--- src/rtl/dpram_pkg.sv ---
// Shared types and constants for the dual-port RAM collision controller.
package dpram_pkg;

  localparam int DATA_WIDTH_DEF = 8;
  localparam int ADDR_WIDTH_DEF = 6;

  // Arbitration state: free-running round robin, or a port is owed the next win
  typedef enum logic [1:0] {
    FREE  = 2'b00,
    OWE_A = 2'b01,
    OWE_B = 2'b10
  } coll_state_e;

  // One client request at the default bus widths
  typedef struct packed {
    logic                      we;
    logic [ADDR_WIDTH_DEF-1:0] addr;
    logic [DATA_WIDTH_DEF-1:0] data;
  } mem_req_t;

  // Saturating 16-bit increment used by the statistics counters
  function automatic logic [15:0] sat_inc16(input logic [15:0] v);
    logic [15:0] r;
    if (v == 16'hFFFF) begin
      r = v;
    end else begin
      r = v + 16'd1;
    end
    return r;
  endfunction

endpackage

--- src/rtl/dpram_rvalid_gen.sv ---
// Per-port read-data-valid strobe: the memory returns data one cycle after
// an accepted read, so the strobe is the accepted-read flag delayed by one.
module dpram_rvalid_gen
  import dpram_pkg::*;
#(
  parameter int DATA_WIDTH = DATA_WIDTH_DEF
) (
  input  logic                  clk,
  input  logic                  rst_n,
  input  logic                  rd_fire,
  input  logic [DATA_WIDTH-1:0] mem_q,
  output logic                  rvalid,
  output logic [DATA_WIDTH-1:0] q
);

  logic rvalid_r;

  // Delay the accepted-read flag by one cycle to line up with memory data
  always_ff @(posedge clk) begin
    if (!rst_n) begin
      rvalid_r <= 1'b0;
    end else begin
      rvalid_r <= rd_fire;
    end
  end

  assign rvalid = rvalid_r;
  assign q      = mem_q;

endmodule

--- src/rtl/dpram_collision_ctrl.sv ---
// Same-address collision controller between two clients and a dual-port RAM.
// Conflicting same-cycle requests (same address, at least one write) are
// serialized; the loser is owed the next win so it never starves.
// Optional statistics outputs are enabled with DPRAM_COLL_STATS_EN.
module dpram_collision_ctrl
  import dpram_pkg::*;
#(
  parameter int DATA_WIDTH = DATA_WIDTH_DEF,
  parameter int ADDR_WIDTH = ADDR_WIDTH_DEF
) (
  input  logic                  clk,
  input  logic                  rst_n,
  input  logic                  a_valid,
  output logic                  a_ready,
  input  logic                  a_we,
  input  logic [ADDR_WIDTH-1:0] a_addr,
  input  logic [DATA_WIDTH-1:0] a_data,
  output logic [DATA_WIDTH-1:0] a_q,
  output logic                  a_rvalid,
  input  logic                  b_valid,
  output logic                  b_ready,
  input  logic                  b_we,
  input  logic [ADDR_WIDTH-1:0] b_addr,
  input  logic [DATA_WIDTH-1:0] b_data,
  output logic [DATA_WIDTH-1:0] b_q,
  output logic                  b_rvalid,
  output logic                  mem_valid_a,
  output logic                  mem_we_a,
  output logic [ADDR_WIDTH-1:0] mem_addr_a,
  output logic [DATA_WIDTH-1:0] mem_data_a,
  input  logic                  mem_ready_a,
  input  logic [DATA_WIDTH-1:0] mem_q_a,
  output logic                  mem_valid_b,
  output logic                  mem_we_b,
  output logic [ADDR_WIDTH-1:0] mem_addr_b,
  output logic [DATA_WIDTH-1:0] mem_data_b,
  input  logic                  mem_ready_b,
  input  logic [DATA_WIDTH-1:0] mem_q_b
`ifdef DPRAM_COLL_STATS_EN
  ,
  output logic [15:0]           conflict_count,
  output logic [15:0]           stall_cycles
`endif
);

  coll_state_e state_r, state_nxt_s;
  logic        prio_r, prio_nxt_s;
  logic        conflict_s, winner_b_s;
  logic        stall_a_s, stall_b_s;
  logic        fire_a_s, fire_b_s, resolve_s;

  assign conflict_s = a_valid & b_valid & (a_addr == b_addr) & (a_we | b_we);

  // Pick the conflict winner: an owed port wins, otherwise round robin
  always_comb begin
    winner_b_s = 1'b0;
    case (state_r)
      FREE:    winner_b_s = prio_r;
      OWE_A:   winner_b_s = 1'b0;
      OWE_B:   winner_b_s = 1'b1;
      default: winner_b_s = prio_r;
    endcase
  end

  assign stall_a_s = conflict_s & winner_b_s;
  assign stall_b_s = conflict_s & ~winner_b_s;

  assign mem_valid_a = rst_n & a_valid & ~stall_a_s;
  assign mem_valid_b = rst_n & b_valid & ~stall_b_s;
  assign a_ready     = rst_n & mem_ready_a & ~stall_a_s;
  assign b_ready     = rst_n & mem_ready_b & ~stall_b_s;

  assign mem_we_a   = a_we;
  assign mem_addr_a = a_addr;
  assign mem_data_a = a_data;
  assign mem_we_b   = b_we;
  assign mem_addr_b = b_addr;
  assign mem_data_b = b_data;

  assign fire_a_s  = mem_valid_a & mem_ready_a;
  assign fire_b_s  = mem_valid_b & mem_ready_b;
  assign resolve_s = conflict_s & (winner_b_s ? fire_b_s : fire_a_s);

  // Advance arbitration only when a memory handshake actually completes
  always_comb begin
    state_nxt_s = state_r;
    prio_nxt_s  = prio_r;
    if (resolve_s) begin
      if (winner_b_s) begin
        state_nxt_s = OWE_A;
        prio_nxt_s  = 1'b0;
      end else begin
        state_nxt_s = OWE_B;
        prio_nxt_s  = 1'b1;
      end
    end else if ((state_r == OWE_A) && fire_a_s) begin
      state_nxt_s = FREE;
    end else if ((state_r == OWE_B) && fire_b_s) begin
      state_nxt_s = FREE;
    end else begin
      state_nxt_s = state_r;
    end
  end

  // Arbitration state register
  always_ff @(posedge clk) begin
    if (!rst_n) begin
      state_r <= FREE;
      prio_r  <= 1'b0;
    end else begin
      state_r <= state_nxt_s;
      prio_r  <= prio_nxt_s;
    end
  end

  dpram_rvalid_gen #(.DATA_WIDTH(DATA_WIDTH)) u_rvalid_a (
    .clk     (clk),
    .rst_n   (rst_n),
    .rd_fire (a_valid & a_ready & ~a_we),
    .mem_q   (mem_q_a),
    .rvalid  (a_rvalid),
    .q       (a_q)
  );

  dpram_rvalid_gen #(.DATA_WIDTH(DATA_WIDTH)) u_rvalid_b (
    .clk     (clk),
    .rst_n   (rst_n),
    .rd_fire (b_valid & b_ready & ~b_we),
    .mem_q   (mem_q_b),
    .rvalid  (b_rvalid),
    .q       (b_q)
  );

`ifdef DPRAM_COLL_STATS_EN
  logic [15:0] conflict_count_r, stall_cycles_r;

  // Saturating counts of resolved conflicts and conflict-stall cycles
  always_ff @(posedge clk) begin
    if (!rst_n) begin
      conflict_count_r <= 16'd0;
      stall_cycles_r   <= 16'd0;
    end else begin
      if (resolve_s) begin
        conflict_count_r <= sat_inc16(conflict_count_r);
      end else begin
        conflict_count_r <= conflict_count_r;
      end
      if (conflict_s) begin
        stall_cycles_r <= sat_inc16(stall_cycles_r);
      end else begin
        stall_cycles_r <= stall_cycles_r;
      end
    end
  end

  assign conflict_count = conflict_count_r;
  assign stall_cycles   = stall_cycles_r;
`endif

endmodule

--- config.mk ---
export PLATFORM = sky130hd
export DESIGN_NAME = dpram_collision_ctrl
export DESIGN_NICKNAME = d
export VERILOG_FILES = /design/src/rtl/dpram_pkg.sv /design/src/rtl/dpram_rvalid_gen.sv /design/src/rtl/dpram_collision_ctrl.sv
export SDC_FILE = /design/constraint.sdc
export NUM_CORES = 1
export LEC_CHECK = 0
export CAP_MARGIN = 20
export CORE_MARGIN = 2
export CORE_UTILIZATION = 22
export CTS_CLUSTER_SIZE = 14
export DETAILED_ROUTE_END_ITERATION = 10
export PLACE_DENSITY = 0.76
export SKIP_CTS_REPAIR_TIMING = 1
export SYNTH_ARGS = -nofsm -noshare
export SYNTH_HDL_FRONTEND = slang
export SYNTH_HIERARCHICAL = 1
export SYNTH_SLANG_ARGS = --single-unit
--- constraint.sdc ---
create_clock -name clk -period 2.5 [get_ports clk]
set_clock_uncertainty 0.2 [all_clocks]
set_input_delay 0.75 -clock clk [delete_from_list [all_inputs] [get_ports clk]]
set_output_delay 0.75 -clock clk [all_outputs]
set_load 0.1 [all_outputs]
# --- After elaboration in Yosys (flattened, before gate mapping) ---
# Index checks and enable logic that the tools add are counted.
totals:
  in_bits: 52
  reg_bits: 5
  wordCells: 43
  out_inout_bits: 52
classes:
  n_eq_ne: 3
  bitwise: 26
  n_mux: 7
  reduce_logical: 3
op_table:
  columns: ["operator", "count"]
  rows:
  - ["bitwise AND 1 bit", 20]
  - ["two-way mux 2 bit", 4]
  - ["== test 6 bit", 1]
  - ["NOT 1 bit", 5]
  - ["nonzero test 3 bit", 1]
  - ["== test 2 x 1 -> 1 bit (second input constant)", 1]
  - ["== test 2 bit (second input constant)", 1]
  - ["logical AND 1 bit", 2]
  - ["two-way mux 1 bit", 2]
  - ["one-hot mux 1 bit (2 select lines)", 1]
  - ["OR 1 bit", 1]

# --- Longest topological paths before layout ---
# Gate-level depths: netlist of the first run.
depth:
  word_depth: 11
  mapped_depth: 7
  depth_no_buf: 7

# --- Cells and area by module ---
# The synthesis of the first run kept the hierarchy.
by_module_without_submodules:
  columns: ["mod", "instances", "cells_each", "area_per_inst_um2", "seq_area_each_um2"]
  rows:
  - ["dpram_collision_ctrl", 1, 79, 590.6, 60.1]
  - ["dpram_rvalid_gen", 2, 10, 86.3, 20.0]

# --- Worst setup path before layout of the first run ---
# No wires, ideal clock.
synth_timing:
  path_type: "input to output"
  start: "input b_we"
  end: "output a_ready"
  path_stages: 5
  arrival_ns: 2.538
  required_time_ns: 1.550
  slack_ns: -0.988
  n_path_buf: 0
  path_cell_list: "o211ai_1 nor4_2 nand4_2 o21ai_1 nor2_1"
synth_via:
  elab_chain_len: 5
synth_lines:
  columns: ["element", "line", "text"]
  rows:
  - ["start: declaration", "dpram_collision_ctrl.sv:22", "input logic b_we,"]
  - ["OR 1 bit", "dpram_collision_ctrl.sv:52", "assign conflict_s = a_valid & b_valid & (a_addr == b_addr) & (a_we | b_we);"]
  - ["bitwise AND 1 bit", "dpram_collision_ctrl.sv:52", null]
  - ["bitwise AND 1 bit", "dpram_collision_ctrl.sv:65", "assign stall_a_s = conflict_s & winner_b_s;"]
  - ["NOT 1 bit", "dpram_collision_ctrl.sv:70", "assign a_ready = rst_n & mem_ready_a & ~stall_a_s;"]
  - ["bitwise AND 1 bit", "dpram_collision_ctrl.sv:70", null]
  - ["end: declaration", "dpram_collision_ctrl.sv:14", "output logic a_ready,"]
# No other way between the ends.

# --- Worst setup path in the final report of the first run ---
layout_timing:
  start: "input a_addr[0]"
  end: "output mem_valid_a"
layout_via:
  elab_chain_len: 6
layout_lines:
  columns: ["element", "line", "text"]
  rows:
  - ["start: declaration", "dpram_collision_ctrl.sv:16", "input logic [ADDR_WIDTH-1:0] a_addr,"]
  - ["== test 6 bit", "dpram_collision_ctrl.sv:52", null]
  - ["bitwise AND 1 bit (2 in a row)", "dpram_collision_ctrl.sv:52", null]
  - ["bitwise AND 1 bit", "dpram_collision_ctrl.sv:65", null]
  - ["NOT 1 bit", "dpram_collision_ctrl.sv:68", "assign mem_valid_a = rst_n & a_valid & ~stall_a_s;"]
  - ["bitwise AND 1 bit", "dpram_collision_ctrl.sv:68", null]
  - ["end: declaration", "dpram_collision_ctrl.sv:27", "output logic mem_valid_a,"]
# No other way between the ends.

==> results by group, run 1 <==
Route
  • DR vias/cell: 4.103
  • Detailed Route WL: 2005 µm
  • DRC: 0
  • Vias: 677
  • DRT Pass-1 Iters: 4
  • Post-DRT Antenna Nets: 0
  • 1st-iter DRT viols: 21
  • Average wire per standard cell: 12.15 µm

Floorplanning
  • Die span in y: 62.90 µm
  • Full die area: 0.003956 mm²
  • Rows: 21
  • Starting density of the core: 0.2287
  • Core Region: 0.003337 mm²
  • Die width: 62.90 µm
  • Num ports: 104

Power and ir drop
  • Clock share of power: 0.201
  • VDD IR max: 0.09867 mV
  • Int Pwr: 0.2593 mW
  • Combinational Power Share: 0.625
  • Seq pwr share: 0.174
  • Tot Pwr: 0.4643 mW
  • NetSw: 0.2050 mW
  • Leak: 0.5896 nW
  • PD cells: 354.8 mW/mm²
  • Switch share: 0.4415

Clock network
  • H-tree Lvls: 1
  • Clk slew on worst S/H paths: 0.04 ns
  • Clock buffer depth: 2
  • TritonCTS clock tree: yes
  • Clk Latency, worst-skew pair: 0.24 ns
  • Clk root buf: clkbuf_4
  • TritonCTS Buffers: 3
  • Clock sink total: 5

Finish
  • Final Util: 0.3922
  • Antenna cell count: 0
  • Final nets: 174
  • Layout cells sized above 1: 0.6387
  • Layout area overhead: 71.48%
  • Final Cell Area: 0.001309 mm²

STA
  • Setup-failing EPs final: 4
  • RSZ-0062 raised after global routing: yes
  • Fin crit period: 2.937 ns
  • Final Hold Vio Count: 0
  • Slew Viols, Final: 0
  • Worst setup margin: -0.4370 ns
  • Max frequency: 0.3405 GHz
  • Relative slew slack: 0.7333
  • Fin crit share: 1.175
  • Measured slew at the worst slew-check pin: 0.3923 ns

Worst setup path
  • Peak fanout along the critical path: 3
  • CP Capture Type: output pin
  • Critical Path Start Type: input pin
  • Data arrival, critical path: 1.99 ns
  • R2r startpoint: state_r[0]$_SDFFE_PN0P_
  • Setup CP Type: input pin to output pin
  • WP data required: 1.55 ns
  • Worst Reg-to-Reg Cells: 6
  • R2R setup slack: 0.64 ns
  • Worst reg2reg endpoint: state_r[1]$_SDFFE_PN0P_

Yosys
  • Synth Area per Inst: 7.709 µm²
  • Count of cell types in the netlist: 28
  • Mapped Nets: 153
  • Top cells by area, synth: buf_4 45%, dfxtp_1 13%, xnor2_1 3.4%
  • Most area-hungry cell type in the Yosys netlist: buf_4
  • Cell Area, Synth: 763.2 µm²
  • FF+latch count, synth: 5
  • Register area share after synthesis: 0.1311
  • Mapped Cells: 99
  • Yosys warnings: 6
  • Synth top area share: 0.4525

Worst hold path
  • HP Class: flip-flop to flip-flop
  • Hold depth: 2
  • Hold_sp: state_r[1]$_SDFFE_PN0P_
  • WHS Endpoint: state_r[1]$_SDFFE_PN0P_

Outcome
  • Outcome: finished with violations
  • Violated checks: negative setup slack

GRT
  • GRT overflow: 0
  • First-pass GRT wire length: 3346 µm
  • Largest net degree at the start of global routing: 8
  • GRT Resource Usage Total: 0.1045
  • Vias in the first global route: 715
  • Antenna violations before repair: 0

Job
  • Max Cap Viol: 0

Placement
  • Routability cong.: 0.7611
  • Number of port buffers: 39
  • DPL Wire Length: 1776 µm
  • DP Area: 0.001257 mm²
-- layout make-up --
cell class	count	area, µm²
timing repair buffer	63	709.4
inverter	5	18.77
fill	344	2028
tap	46	57.56
sequential	5	100.1
clock buffer	4	26.28
multi-input combinational	42	396.6
-- worst max path at each step --
stage                   to       from  slack [ns]
2_1_floorplan      a_ready  b_addr[0]       -0.25
3_3_place_gp   mem_valid_a  b_addr[0]       -0.81
3_5_place_dp   mem_valid_a    a_valid       -0.89
4_1_cts        mem_valid_a    a_valid       -0.89
5_1_grt            a_ready  a_addr[0]       -0.50
6_report       mem_valid_a  a_addr[0]       -0.44
-- registers in the layout (all words and copies together) (netlist names) --
name	count
u_rvalid_a/rvalid	1
u_rvalid_b/rvalid	1
state_r	2
prio_r	1
-- synthesized netlist by cell type --
cell type / instances
buf_4: 46
dfxtp_1: 5
inv_1: 5
nor2_1: 5
nand2_1: 4
and3_1: 3
xnor2_1: 3
xor2_1: 3
a31oi_1: 2
and2_1: 2
ha_1: 2
nand3_1: 2
o21ai_1: 2
a211oi_1: 1
a21boi_1: 1
a21oi_1: 1
and4b_1: 1
clkbuf_1: 1
mux2i_1: 1
nand4_1: 1
nand4_2: 1
nand4b_1: 1
nor3_1: 1
nor4_2: 1
o2111a_1: 1
o211ai_1: 1
o21bai_1: 1
o221ai_1: 1
-- routing by layer --
metal | track usage | wire, µm
met4 | 0.04444 | 46
met1 | 0.1150 | 726
met5 | 0 | 0
met2 | 0.1742 | 1060
met3 | 0.04505 | 172
-- per-stage QoR --
stage,setup WS (ns),hold slack [ns],TNS [ns],std cells
final,-0.4370,0.3329,-1.511,165
after global routing,-0.4986,0.3480,-1.787,165
after CTS,-0.8919,0.3347,-3.502,164
after detailed placement,-0.8885,0.3283,-4.280,160
after global placement,-0.8100,0.2906,-3.655,160
after floorplan,-0.2498,0.2718,-0.7747,99
-- worst max-delay path, cell delays in order --
cell,delay [ns]
buf_6,0.10
xor2_2,0.17
nor4_2,0.30
nand4_2,0.17
o21ai_4,0.28
nor2_4,0.06
buf_12,0.16
-- cells by family (layout without fill, tap and decap cells) --
| logic type | count (synthesis) | count (layout) | share of synthesized area |
|---|---|---|---|
| AO/OA/AOI/OAI | 11 | 11 | 0.1016 |
| AND/OR/NAND/NOR | 22 | 22 | 0.1705 |
| flip-flops | 5 | 5 | 0.1312 |
| buffers and inverters | 52 | 72 | 0.4820 |
| adder cells (fa/ha/maj) | 2 | 2 | 0.03278 |
| multiplexers | 1 | 1 | 0.01312 |
| XOR/XNOR | 6 | 6 | 0.06887 |
-- power by group through the flow --
stage | clock, mW | combinational (mW) | sequential (mW)
6_report | 0.0935 | 0.290 | 0.0808
4_1_cts | 0.101 | 0.290 | 0.0807
3_3_place_gp | 0 | 0.286 | 0.0822
2_1_floorplan | 0 | 0.401 | 0.0861
3_5_place_dp | 0 | 0.289 | 0.0822
5_1_grt | 0.103 | 0.300 | 0.0807
-- layout by cell type (no fill, tap or decap), types with 2 or more instances in the layout --
cell type,count
clkbuf_2,8
dfxtp_1,5
ha_1,2
nor2_4,2
dlymetal6s2s_1,3
nand3_1,2
nor2_1,2
and3_4,2
xor2_2,3
xnor2_2,2
clkbuf_4,3
inv_1,5
clkdlybuf4s50_1,3
buf_6,3
buf_12,18
buf_4,27
and2_1,2
nand2_1,3
a31oi_1,2
No activity file was read; power rests on OpenSTA's default activity.
==> run 2: changes to the inputs <==
--- a/config.mk
+++ b/config.mk
@@ -8,7 +8,7 @@
 export CAP_MARGIN = 20
 export CORE_MARGIN = 2
 export CORE_UTILIZATION = 22
-export CTS_CLUSTER_SIZE = 14
+export CTS_CLUSTER_SIZE = 30
 export DETAILED_ROUTE_END_ITERATION = 10
 export PLACE_DENSITY = 0.76
 export SKIP_CTS_REPAIR_TIMING = 1
==> results of run 2 <==
Final layout, timing and power as in run 1 (identical DEF).
==> run 3: changes to the inputs <==
--- a/config.mk
+++ b/config.mk
@@ -10,9 +10,8 @@
 export CORE_UTILIZATION = 22
 export CTS_CLUSTER_SIZE = 30
 export DETAILED_ROUTE_END_ITERATION = 10
-export PLACE_DENSITY = 0.76
+export PLACE_DENSITY = 0.78
 export SKIP_CTS_REPAIR_TIMING = 1
 export SYNTH_ARGS = -nofsm -noshare
 export SYNTH_HDL_FRONTEND = slang
-export SYNTH_HIERARCHICAL = 1
 export SYNTH_SLANG_ARGS = --single-unit
==> results by group, run 3 <==
Outcome
  • Outcome: finished with violations (unchanged)
  • Violated checks: negative setup slack (unchanged)

Finish
  • Layout area overhead: 77.08% (was 71.48%)
  • Top reg by flops: state_r (unchanged)
  • Fillers: 325 (was 344)
  • Area of the multi-input gates: 321.6 µm² (was 396.6 µm²)
  • Commonest non-fill, non-tap cell in the layout: buf_4 (unchanged)
  • Sequential cell area: 100.1 µm² (unchanged)
  • Final nets: 172 (was 174)
  • Commonest cells after routing, fill and taps aside: 31 x buf_4, 18 x buf_12, 11 x dlymetal6s2s_1 (was 27 x buf_4, 18 x buf_12, 8 x clkbuf_2)
  • Antenna cell count: 0 (unchanged)
  • Max reg flops: 2 (unchanged)
  • Fin cells: 163 (was 165)
  • Layout cells sized above 1: 0.5812 (was 0.6387)

Yosys
  • Most area-hungry cell type in the Yosys netlist: buf_4 (unchanged)
  • FF+latch count, synth: 5 (unchanged)
  • Mapped Nets: 147 (was 153)
  • Top cells by area, synth: buf_4 47%, dfxtp_1 14%, xnor2_1 3.6% (was buf_4 45%, dfxtp_1 13%, xnor2_1 3.4%)
  • Synth Area per Inst: 7.924 µm² (was 7.709 µm²)
  • Synth Area in XOR/XNOR: 0.07131 (was 0.06885)
  • Mux cell area share after synthesis: 0.02716 (was 0.01311)
  • Most frequent cell after synthesis: buf_4 (unchanged)
  • Adder-Cell Fraction of Synth Area: 0.03396 (was 0.03279)
  • Largest family of logic cells by synthesized area: buffers and inverters (unchanged)
  • Main synth FF type: dfxtp_1 (unchanged)
  • Mapped Cells: 93 (was 99)
  • Post-synthesis compound-gate area fraction: 0.08829 (was 0.1016)
  • Cell Area, Synth: 737.0 µm² (was 763.2 µm²)
  • Top cells by count, synth: 46 x buf_4, 5 x dfxtp_1, 4 x nand2_1 (was 46 x buf_4, 5 x dfxtp_1, 5 x inv_1, 5 x nor2_1, 4 x nand2_1)
  • Synth Area in Simple Gates: 0.1528 (was 0.1705)
  • Post-synth EDFFs: 0 (unchanged)
  • Post-synth ARST share: 0 (unchanged)
  • Synth top area share: 0.4686 (was 0.4525)
  • Register area share after synthesis: 0.1358 (was 0.1311)
  • Count of cell types in the netlist: 25 (was 28)
  • Yosys warnings: 0 (was 6)

Worst setup path
  • WP data required: 1.55 ns (about the same)
  • Critical Path Start Type: input pin (unchanged)
  • Peak fanout along the critical path: 3 (unchanged)
  • Data arrival, critical path: 2.16 ns (was 1.99 ns)
  • Worst Reg-to-Reg Cells: 7 (was 6)
  • CP Capture Type: output pin (unchanged)
  • R2R setup slack: 0.39 ns (was 0.64 ns)
  • Setup CP Type: input pin to output pin (unchanged)

Route
  • DRT Pass-1 Iters: 2 (was 4)
  • Average wire per standard cell: 11.17 µm (was 12.15 µm)
  • DR vias/cell: 4.025 (was 4.103)
  • Detailed Route WL: 1820 µm (was 2005 µm)
  • Vias: 656 (was 677)
  • 1st-iter DRT viols: 5 (was 21)
  • DRC: 0 (unchanged)
  • Post-DRT Antenna Nets: 0 (unchanged)

Power and ir drop
  • NetSw: 0.2004 mW (was 0.2050 mW)
  • PD cells: 352.6 mW/mm² (was 354.8 mW/mm²)
  • Tot Pwr: 0.4601 mW (was 0.4643 mW)
  • Combinational Power Share: 0.618 (was 0.625)
  • Clock share of power: 0.205 (was 0.201)
  • Switch share: 0.4355 (was 0.4415)
  • Leak: 0.6725 nW (was 0.5896 nW)
  • VDD IR max: 0.1588 mV (was 0.09867 mV)
  • Seq pwr share: 0.176 (was 0.174)
  • Int Pwr: 0.2597 mW (was 0.2593 mW)

Clock network
  • H-tree Lvls: 1 (unchanged)
  • TritonCTS Buffers: 3 (unchanged)
  • Clock sink total: 5 (unchanged)
  • TritonCTS clock tree: yes (unchanged)
  • Clk slew on worst S/H paths: 0.05 ns (was 0.04 ns)
  • Clk root buf: clkbuf_4 (unchanged)
  • Clock buffer depth: 2 (unchanged)
  • Clk Latency, worst-skew pair: 0.24 ns (about the same)

STA
  • Max frequency: 0.3218 GHz (was 0.3405 GHz)
  • Setup-failing EPs final: 4 (unchanged)
  • Relative slew slack: 0.7299 (was 0.7333)
  • Slew Viols, Final: 0 (unchanged)
  • Worst setup margin: -0.6073 ns (was -0.4370 ns)
  • Final Hold Vio Count: 0 (unchanged)
  • Measured slew at the worst slew-check pin: 0.4001 ns (was 0.3923 ns)
  • Fin crit period: 3.107 ns (was 2.937 ns)
  • RSZ-0062 raised after global routing: yes (unchanged)
  • Fin crit share: 1.243 (was 1.175)

Floorplanning
  • Rows: 21 (unchanged)
  • Num ports: 104 (unchanged)
  • Die width: 61.88 µm (was 62.90 µm)
  • Core Region: 0.003284 mm² (was 0.003337 mm²)
  • Starting density of the core: 0.2244 (was 0.2287)
  • Full die area: 0.003829 mm² (was 0.003956 mm²)
  • Die span in y: 61.88 µm (was 62.90 µm)

Job
  • Max Cap Viol: 0 (unchanged)

Placement
  • DPL Wire Length: 1587 µm (was 1776 µm)
  • Placed cells: 158 (was 160)
  • Number of port buffers: 39 (unchanged)
  • Routability cong.: 0.7849 (was 0.7611)

GRT
  • GRT overflow: 0 (unchanged)
  • Largest net degree at the start of global routing: 9 (was 8)
  • GRT Resource Usage Total: 0.09728 (was 0.1045)
  • Vias in the first global route: 669 (was 715)
  • Antenna violations before repair: 0 (unchanged)
  • First-pass GRT wire length: 2773 µm (was 3346 µm)

Worst hold path
  • HP Class: flip-flop to flip-flop (unchanged)
  • Hold depth: 2 (unchanged)
-- run 3: cell types whose count changed after synthesis, sizes merged, moves of 2 or more --
cell | previous run | this run
a31oi | 2 | 0
and2 | 2 | 0
inv | 5 | 2
nor2 | 5 | 3
o21ai | 2 | 0
o31a | 0 | 2
-- run 3: kinds of logic after synthesis --
kind of cell,after synthesis
and+or+nand+nor,21
buffers and inverters,50
xor gates and xnor gates,6
adders and majority gates,2
muxes,2
DFF,5
AOI/OAI and AO/OA,7
-- run 3: power by group through the flow --
stage               Sequential, mW  Combinational [mW]  Clock [mW]
floorplan                   0.0889               0.393           0
global placement            0.0826               0.284           0
detailed placement          0.0826               0.286           0
CTS                         0.0811               0.286      0.0958
global route                0.0811               0.295       0.102
finish                      0.0811               0.285      0.0944
-- run 3: cell type report --
type,count,area share
clock buffer,4,0.02013
inverter,2,0.005753
multi-input combinational,38,0.2464
sequential,5,0.07670
tap,46,0.04410
timing repair buffer,68,0.6069
-- run 3: final timing paths --
path	from	end
max	a_addr[1]	a_ready
min reg2reg	prio_r$_SDFFE_PN0P_	prio_r$_SDFFE_PN0P_
min	prio_r$_SDFFE_PN0P_	prio_r$_SDFFE_PN0P_
max reg2reg	state_r[0]$_SDFFE_PN0P_	state_r[0]$_SDFFE_PN0P_
-- run 3: worst max-delay path: stages --
cell and delay [ns]:
buf_6 0.09, xor2_1 0.15, or4_4 0.55, or2_4 0.28, and3_4 0.18, buf_12 0.16
-- run 3: stage by stage --
stage / hold WS, ns / util / TNS, ns / worst slack, ns / cell area (µm²)
final: 0.4059 / 0.3973 / -2.062 / -0.6073 / 1305
after global routing: 0.4298 / 0.3973 / -2.240 / -0.6352 / 1305
after CTS: 0.3977 / 0.3836 / -4.391 / -0.9972 / 1260
after floorplan: 0.2818 / - / -1.902 / -0.4902 / 754.5
after global placement: 0.3682 / 0.3756 / -5.408 / -0.9775 / 1234
after detailed placement: 0.3866 / 0.3756 / -5.605 / -0.9938 / 1234
-- run 3: per-layer routing --
layer | GRT usage | share of wire
met2 | 0.1820 | 0.56
met1 | 0.09170 | 0.31
met4 | 0.04255 | 0.016
met5 | 0 | 0
met3 | 0.04141 | 0.11
